==> config.mk <==
export PLATFORM = sky130hd
export DESIGN_NAME = bram_port_arbiter_flat
export DESIGN_NICKNAME = d
export VERILOG_FILES = /design/src/rtl/bram_port_arbiter_if.sv /design/src/rtl/bram_port_arbiter.sv /design/src/flat_wrapper.sv
export SDC_FILE = /design/constraint.sdc
export NUM_CORES = 1
export LEC_CHECK = 0
export CORE_MARGIN = 3
export CORE_UTILIZATION = 40
export CTS_CLUSTER_SIZE = 20
export DETAILED_ROUTE_END_ITERATION = 7
export PLACE_DENSITY = 0.86
export SYNTH_ARGS = -nofsm -noshare
export SYNTH_HDL_FRONTEND = slang
export SYNTH_HIERARCHICAL = 1
export SYNTH_SLANG_ARGS = --single-unit
==> constraint.sdc <==
create_clock -name clk -period 4.28 [get_ports clk]
set_input_delay 0.856 -clock clk [delete_from_list [all_inputs] [get_ports clk]]
set_output_delay 0.856 -clock clk [all_outputs]
set_load 0.02 [all_outputs]
==> src/rtl/bram_port_arbiter_if.sv <==
// Requester-side bus of the frame BRAM arbiter.
// Three requesters: 0 = bram_reader, 1 = bram_writer, 2 = output transfer.
// Per-requester fields are packed so that requester i sits at [i*W +: W].
interface bram_port_arbiter_if #(
    parameter int ADDR_W = 17,
    parameter int DATA_W = 8
);
    logic [2:0]             req;
    logic [2:0]             rw;
    logic [2:0]             last;
    logic [2:0][ADDR_W-1:0] addr;
    logic [2:0][DATA_W-1:0] wdata;
    logic [2:0]             gnt;
    logic [2:0]             rvalid;
    logic [DATA_W-1:0]      rdata;

    modport master (output req, rw, last, addr, wdata, input gnt, rvalid, rdata);
    modport slave  (input req, rw, last, addr, wdata, output gnt, rvalid, rdata);
endinterface

==> src/rtl/bram_port_arbiter.sv <==
// Arbiter sharing the single-port undistort frame BRAM between three requesters.
// Grants bursts, muxes the owner's beat onto the BRAM port and steers read data
// back to the issuing requester through an RD_LAT-deep {valid,id} pipe.
// Optional macro ARB_ROUND_ROBIN_EN: round-robin winner selection in IDLE;
// when undefined the winner is fixed priority 0 > 1 > 2.

// Per-requester grant / read-return decode.
module bram_port_arbiter_lane #(
    parameter logic [1:0] IDX = 2'd0
) (
    input  logic       busy,
    input  logic [1:0] owner,
    input  logic       req,
    input  logic       out_vld,
    input  logic [1:0] out_id,
    output logic       gnt,
    output logic       rvalid
);
    // Grant follows the owner's request; rvalid follows the pipe output tag.
    always_comb begin
        gnt    = busy && (owner == IDX) && req;
        rvalid = out_vld && (out_id == IDX);
    end
endmodule

module bram_port_arbiter #(
    parameter int ADDR_W    = 17,
    parameter int DATA_W    = 8,
    parameter int RD_LAT    = 2,
    parameter int MAX_BURST = 16
) (
    input  logic                clk,
    input  logic                rst,
    bram_port_arbiter_if.slave  rq,
    output logic                bram_en,
    output logic                bram_we,
    output logic [ADDR_W-1:0]   bram_addr,
    output logic [DATA_W-1:0]   bram_wdata,
    input  logic [DATA_W-1:0]   bram_rdata
);
    localparam int NUM_REQ = 3;
    localparam int CNT_W   = $clog2(MAX_BURST + 1);

    typedef enum logic {IDLE, BUSY} state_t;

    state_t              state_q, state_d;
    logic [1:0]          owner_q, owner_d;
    logic [1:0]          winner;
    logic [CNT_W-1:0]    beat_cnt_q, beat_cnt_d;
    logic                beat;
    logic                rd_push;
    logic [ADDR_W-1:0]   addr_q;
    logic [DATA_W-1:0]   wdata_q;
    logic [RD_LAT-1:0]   vld_pipe;
    logic [RD_LAT-1:0][1:0] id_pipe;
    logic [NUM_REQ-1:0]  gnt_w, rvalid_w;

`ifdef ARB_ROUND_ROBIN_EN
    logic [1:0] rr_ptr_q;
    logic [1:0] cand;

    // Round-robin: first requesting index after rr_ptr wins (scan backwards so the nearest wins).
    always_comb begin
        winner = rr_ptr_q;
        cand   = 2'd0;
        for (int k = NUM_REQ; k >= 1; k--) begin
            cand = 2'((int'(rr_ptr_q) + k) % NUM_REQ);
            if (rq.req[cand]) winner = cand;
        end
    end

    // Pointer tracks the most recent winner; reset to 2 so requester 0 goes first.
    always_ff @(posedge clk) begin
        if (rst)                               rr_ptr_q <= 2'd2;
        else if (state_q == IDLE && |rq.req)   rr_ptr_q <= winner;
    end
`else
    // Fixed priority 0 > 1 > 2.
    always_comb begin
        winner = 2'd2;
        if (rq.req[1]) winner = 2'd1;
        if (rq.req[0]) winner = 2'd0;
    end
`endif

    // A beat transfers when the owner requests in BUSY; reset kills it at once.
    always_comb begin
        beat    = (state_q == BUSY) && rq.req[owner_q] && !rst;
        rd_push = beat && !rq.rw[owner_q];
    end

    // Next-state logic: claim an owner in IDLE, release on last / full burst / abandon.
    always_comb begin
        state_d    = state_q;
        owner_d    = owner_q;
        beat_cnt_d = beat_cnt_q;
        case (state_q)
            IDLE: begin
                if (|rq.req) begin
                    owner_d    = winner;
                    beat_cnt_d = '0;
                    state_d    = BUSY;
                end
            end
            BUSY: begin
                if (beat) beat_cnt_d = beat_cnt_q + 1'b1;
                if (!rq.req[owner_q] || rq.last[owner_q] ||
                    beat_cnt_q == CNT_W'(MAX_BURST - 1))
                    state_d = IDLE;
            end
            default: state_d = IDLE;
        endcase
    end

    // State, owner and burst counter registers.
    always_ff @(posedge clk) begin
        if (rst) begin
            state_q    <= IDLE;
            owner_q    <= 2'd0;
            beat_cnt_q <= '0;
        end else begin
            state_q    <= state_d;
            owner_q    <= owner_d;
            beat_cnt_q <= beat_cnt_d;
        end
    end

    // Remember the last beat's address/data so the port holds when idle.
    always_ff @(posedge clk) begin
        if (rst) begin
            addr_q  <= '0;
            wdata_q <= '0;
        end else if (beat) begin
            addr_q  <= rq.addr[owner_q];
            wdata_q <= rq.wdata[owner_q];
        end
    end

    // BRAM port mux: live owner slice on a beat, held value otherwise.
    always_comb begin
        bram_en    = beat;
        bram_we    = beat && rq.rw[owner_q];
        bram_addr  = beat ? rq.addr[owner_q]  : addr_q;
        bram_wdata = beat ? rq.wdata[owner_q] : wdata_q;
    end

    // Read-return tag pipe; stage RD_LAT-1 lines up with valid bram_rdata.
    always_ff @(posedge clk) begin
        if (rst) begin
            vld_pipe <= '0;
            id_pipe  <= '0;
        end else begin
            vld_pipe[0] <= rd_push;
            id_pipe[0]  <= owner_q;
            for (int s = 1; s < RD_LAT; s++) begin
                vld_pipe[s] <= vld_pipe[s-1];
                id_pipe[s]  <= id_pipe[s-1];
            end
        end
    end

    for (genvar i = 0; i < NUM_REQ; i++) begin : g_lane
        bram_port_arbiter_lane #(.IDX(2'(i))) u_lane (
            .busy    ((state_q == BUSY) && !rst),
            .owner   (owner_q),
            .req     (rq.req[i]),
            .out_vld (vld_pipe[RD_LAT-1] && !rst),
            .out_id  (id_pipe[RD_LAT-1]),
            .gnt     (gnt_w[i]),
            .rvalid  (rvalid_w[i])
        );
    end

    // Drive the requester bus.
    always_comb begin
        rq.gnt    = gnt_w;
        rq.rvalid = rvalid_w;
        rq.rdata  = bram_rdata;
    end
endmodule
==> src/flat_wrapper.sv <==
// flat-port wrapper written by rule: the top's interface ports become plain ports
module bram_port_arbiter_flat 
#(
    parameter int ADDR_W    = 17,
    parameter int DATA_W    = 8,
    parameter int RD_LAT    = 2,
    parameter int MAX_BURST = 16
)
  (clk, rst, bram_en, bram_we, bram_addr, bram_wdata, bram_rdata, rq_req, rq_rw, rq_last, rq_addr, rq_wdata, rq_gnt, rq_rvalid, rq_rdata);
  bram_port_arbiter_if #(.ADDR_W(ADDR_W), .DATA_W(DATA_W)) rq_i ();
  input  logic clk;
  input  logic rst;
  output logic bram_en;
  output logic bram_we;
  output logic [ADDR_W-1:0] bram_addr;
  output logic [DATA_W-1:0] bram_wdata;
  input  logic [DATA_W-1:0] bram_rdata;
  input wire logic [$bits(rq_i.req)-1:0] rq_req;
  input wire logic [$bits(rq_i.rw)-1:0] rq_rw;
  input wire logic [$bits(rq_i.last)-1:0] rq_last;
  input wire logic [$bits(rq_i.addr)-1:0] rq_addr;
  input wire logic [$bits(rq_i.wdata)-1:0] rq_wdata;
  output wire logic [$bits(rq_i.gnt)-1:0] rq_gnt;
  output wire logic [$bits(rq_i.rvalid)-1:0] rq_rvalid;
  output wire logic [$bits(rq_i.rdata)-1:0] rq_rdata;
  assign rq_i.req = rq_req;
  assign rq_i.rw = rq_rw;
  assign rq_i.last = rq_last;
  assign rq_i.addr = rq_addr;
  assign rq_i.wdata = rq_wdata;
  assign rq_gnt = rq_i.gnt;
  assign rq_rvalid = rq_i.rvalid;
  assign rq_rdata = rq_i.rdata;
  bram_port_arbiter #(.ADDR_W(ADDR_W), .DATA_W(DATA_W), .RD_LAT(RD_LAT), .MAX_BURST(MAX_BURST)) u_core (.clk(clk), .rst(rst), .rq(rq_i), .bram_en(bram_en), .bram_we(bram_we), .bram_addr(bram_addr), .bram_wdata(bram_wdata), .bram_rdata(bram_rdata));
endmodule
==> impl_metrics.sql <==
INSERT INTO impl_metrics (metric_group, metric, value, unit) VALUES
('flow_run', 'cap_viol_max_count', '0', ''),
('worst_setup_path', 'timing.setup.critical_path_class', 'input port to output port', ''),
('route', 'uppermost_routed_layer', 'met4', ''),
('worst_setup_path', 'r2r_start', 'u_core/owner_q[1]', ''),
('sta', 'timing.max_slew.rel_slack', '0.550', ''),
('sta', 'final.setup.tns', '0', 'ns'),
('min_path', 'hold_path_class', 'flip-flop to flip-flop', ''),
('synthesis', 'mappedNetlistArea', '0.00251', 'mm^2'),
('placed_design', 'place_congestion', '0.799', ''),
('min_path', 'timing.hold.worst_endpoint', 'u_core/id_pipe[2]', ''),
('cells_and_area', 'post-route-cell-area', '0.00375', 'mm^2'),
('min_path', 'hold_depth', '1', ''),
('cells_and_area', 'layout.core_utilization', '0.626', ''),
('worst_setup_path', 'r2r-end', 'u_core/beat_cnt_q[1]', ''),
('sta', 'hold-worst-slack', '0.442', 'ns'),
('pwr', 'power.density_cell_area', '288', 'mW/mm^2'),
('route', 'detail_route.wirelength', '7340', 'um'),
('placed_design', 'placed_cell_area', '0.00365', 'mm^2'),
('synthesis', 'yosysTopAreaCellShare', '0.312', ''),
('clock_tree', 'clock-sinks', '39', ''),
('clock_tree', 'clkTransAtPathRegs', '0.07', 'ns'),
('placed_design', 'post-dp-hpwl', '5290', 'um'),
('synthesis', 'largest_cells_by_area_after_synthesis', 'sky130_fd_sc_hd__dfxtp_1 (31%), sky130_fd_sc_hd__mux2i_1 (12%), sky130_fd_sc_hd__a21oi_1 (11%), sky130_fd_sc_hd__a211oi_2 (10%), sky130_fd_sc_hd__o21ai_0 (5.4%)', ''),
('cells_and_area', 'nets', '504', ''),
('pwr', 'power', '1.08', 'mW'),
('synthesis', 'synth.yosys.seq_area_share', '0.312', ''),
('cells_and_area', 'antenna_cells_inserted', '0', ''),
('synthesis', 'synth_edf_count', '0', ''),
('synthesis', 'asyncSetResetFlopFracSynth', '0', ''),
('route', 'drtPass1Iterations', '4', ''),
('clock_tree', 'tritoncts', 'yes', ''),
('synthesis', 'yosysUniqueCellTypes', '35', ''),
('worst_setup_path', 'worst-endpoint-required', '3.42', 'ns'),
('global_route', 'globalRoute.totalOverflow', '0', ''),
('clock_tree', 'post_cts_buffers', '0', ''),
('worst_setup_path', 'startpoint_type', 'input port', ''),
('clock_tree', 'worstSkewPairLatency', '0.28', 'ns'),
('sta', 'worstMarginPinSlew', '0.675', 'ns'),
('synthesis', 'syn_nets', '407', ''),
('cells_and_area', 'layout-drive-gt1-share', '0.105', ''),
('floorplan', 'core_region_area', '0.00599', 'mm^2'),
('cells_and_area', 'layout-area-overhead-vs-synth', '49.5', '%'),
('global_route', 'antenna_found_initial', '0', ''),
('route', 'route.met3.wl', '567', 'um'),
('worst_setup_path', 'path_max_fanout', '54', ''),
('sta', 'fin_worst_skew', '0.00466', 'ns'),
('sta', 'unrepaired_setup_endpoints_after_global_routing', 'no', ''),
('floorplan', 'die_y', '85.2', 'um'),
('run_status', 'run_status', 'finished, final reports clean', ''),
('synthesis', 'synth.cells.most_frequent', 'sky130_fd_sc_hd__a21oi_1 (54), sky130_fd_sc_hd__dfxtp_1 (39), sky130_fd_sc_hd__nor2_1 (34)', ''),
('synthesis', 'synth_flop_cell', 'sky130_fd_sc_hd__dfxtp_1', ''),
('pwr', 'peakVddDrop', '0.165', 'mV'),
('floorplan', 'rows', '28', ''),
('synthesis', 'avg_cell_area_syn', '8.06', 'um^2'),
('route', 'routed_via_density', '5.40', ''),
('synthesis', 'synth-warning-count', '6', ''),
('global_route', 'maximum_number_of_pins_on_one_net_before_global_route_repair', '55', ''),
('clock_tree', 'cts_resized', '0', ''),
('route', 'detail_route.drc_violations', '0', ''),
('floorplan', 'horizontal_extent_of_the_die', '85.2', 'um'),
('sta', 'layout_worst_path_cycle_share', '0.887', ''),
('route', 'first_iter_violations', '116', ''),
('clock_tree', 'cts.hold.buffers_added', '0', ''),
('global_route', 'vias_in_the_first_global_route', '2533', ''),
('synthesis', 'synthesized_netlist_cell_count', '311', ''),
('clock_tree', 'cts_buffers', '5', ''),
('floorplan', 'start_util', '0.418', ''),
('synthesis', 'ys_ff_latch', '39', ''),
('sta', 'slew_violations', '0', ''),
('route', 'met2RoutedLength', '3670', 'um'),
('pwr', 'leakagePower', '1.35', 'nW');
==> cell type report <==
class	instances	area [um^2]
timing repair buffer	125	1240
inverter	5	18.8
tap	75	93.8
multi-input combinational	232	1510
clock buffer	8	100
fill	531	2240
sequential	39	782
==> state kept, by name, summed over array words and instances, names as in the netlist <==
register	count
u_core/addr_q	17
u_core/beat_cnt_q	5
u_core/id_pipe	4
u_core/owner_q	2
u_core/state_q	1
u_core/vld_pipe	2
u_core/wdata_q	8
==> placed cells by master (no fill, tap or decap), types with 5 or more instances in the layout <==
master	synthesis	final
sky130_fd_sc_hd__mux2i_1	29	29
sky130_fd_sc_hd__nand2_1	28	28
sky130_fd_sc_hd__a21oi_1	54	54
sky130_fd_sc_hd__nor2_1	34	33
sky130_fd_sc_hd__inv_1	5	5
sky130_fd_sc_hd__buf_4	8	6
sky130_fd_sc_hd__dfxtp_1	39	38
sky130_fd_sc_hd__a211oi_1	5	5
sky130_fd_sc_hd__clkbuf_8	0	7
sky130_fd_sc_hd__a211oi_2	20	20
sky130_fd_sc_hd__nor2b_1	7	7
sky130_fd_sc_hd__o21ai_0	27	27
sky130_fd_sc_hd__clkdlybuf4s50_1	0	117
==> where the power goes <==
part	leakage (nW)	internal (mW)	switching, mW	total [mW]
logic	0.983	0.198	0.197	0.396
registers	0.319	0.391	0.0231	0.414
clock network	0.0515	0.147	0.122	0.269
total	1.35	0.737	0.342	1.08
==> critical path, delay by kind of cell <==
family | cells | cell delay, ns
buf+inv | 3 | 1.40
mux | 1 | 0.30
compound gates | 2 | 0.29
simple gates | 1 | 0.07
==> through the flow <==
stage                     setup slack (ns)  std cells
after global placement               0.500        476
after global routing                 0.389        484
final                                0.484        484
after CTS                            0.497        484
after detailed placement             0.509        476
after floorplan                       1.45        311
==> worst max path at each step <==
stage	startpoint	endpoint	slack [ns]	cells past startpoint
finish	rq_req[2]	bram_addr[16]	0.48	7
global route	rq_req[0]	bram_addr[16]	0.39	7
CTS	rq_req[0]	bram_addr[16]	0.50	7
detailed placement	rq_req[0]	bram_addr[16]	0.51	7
global placement	rq_req[0]	bram_addr[16]	0.50	7
floorplan	rq_req[0]	bram_addr[0]	1.45	5
==> cells by family after synthesis <==
kind of cell             count (synthesis)  synth area share
AO/OA/AOI/OAI                          111             0.298
adder cells (fa/ha/maj)                  2           0.00998
buffers and inverters                   40            0.0864
flip-flops                              39             0.312
multiplexers                            31             0.126
AND/OR/NAND/NOR                         88             0.168
==> layer usage <==
layer,global-route usage,up-vias
li1,-,1286
met1,0.230,1230
met2,0.342,87
met3,0.0563,12
met4,0.0647,0
met5,0,-
Note: power is estimated with default switching activity, not from simulation.
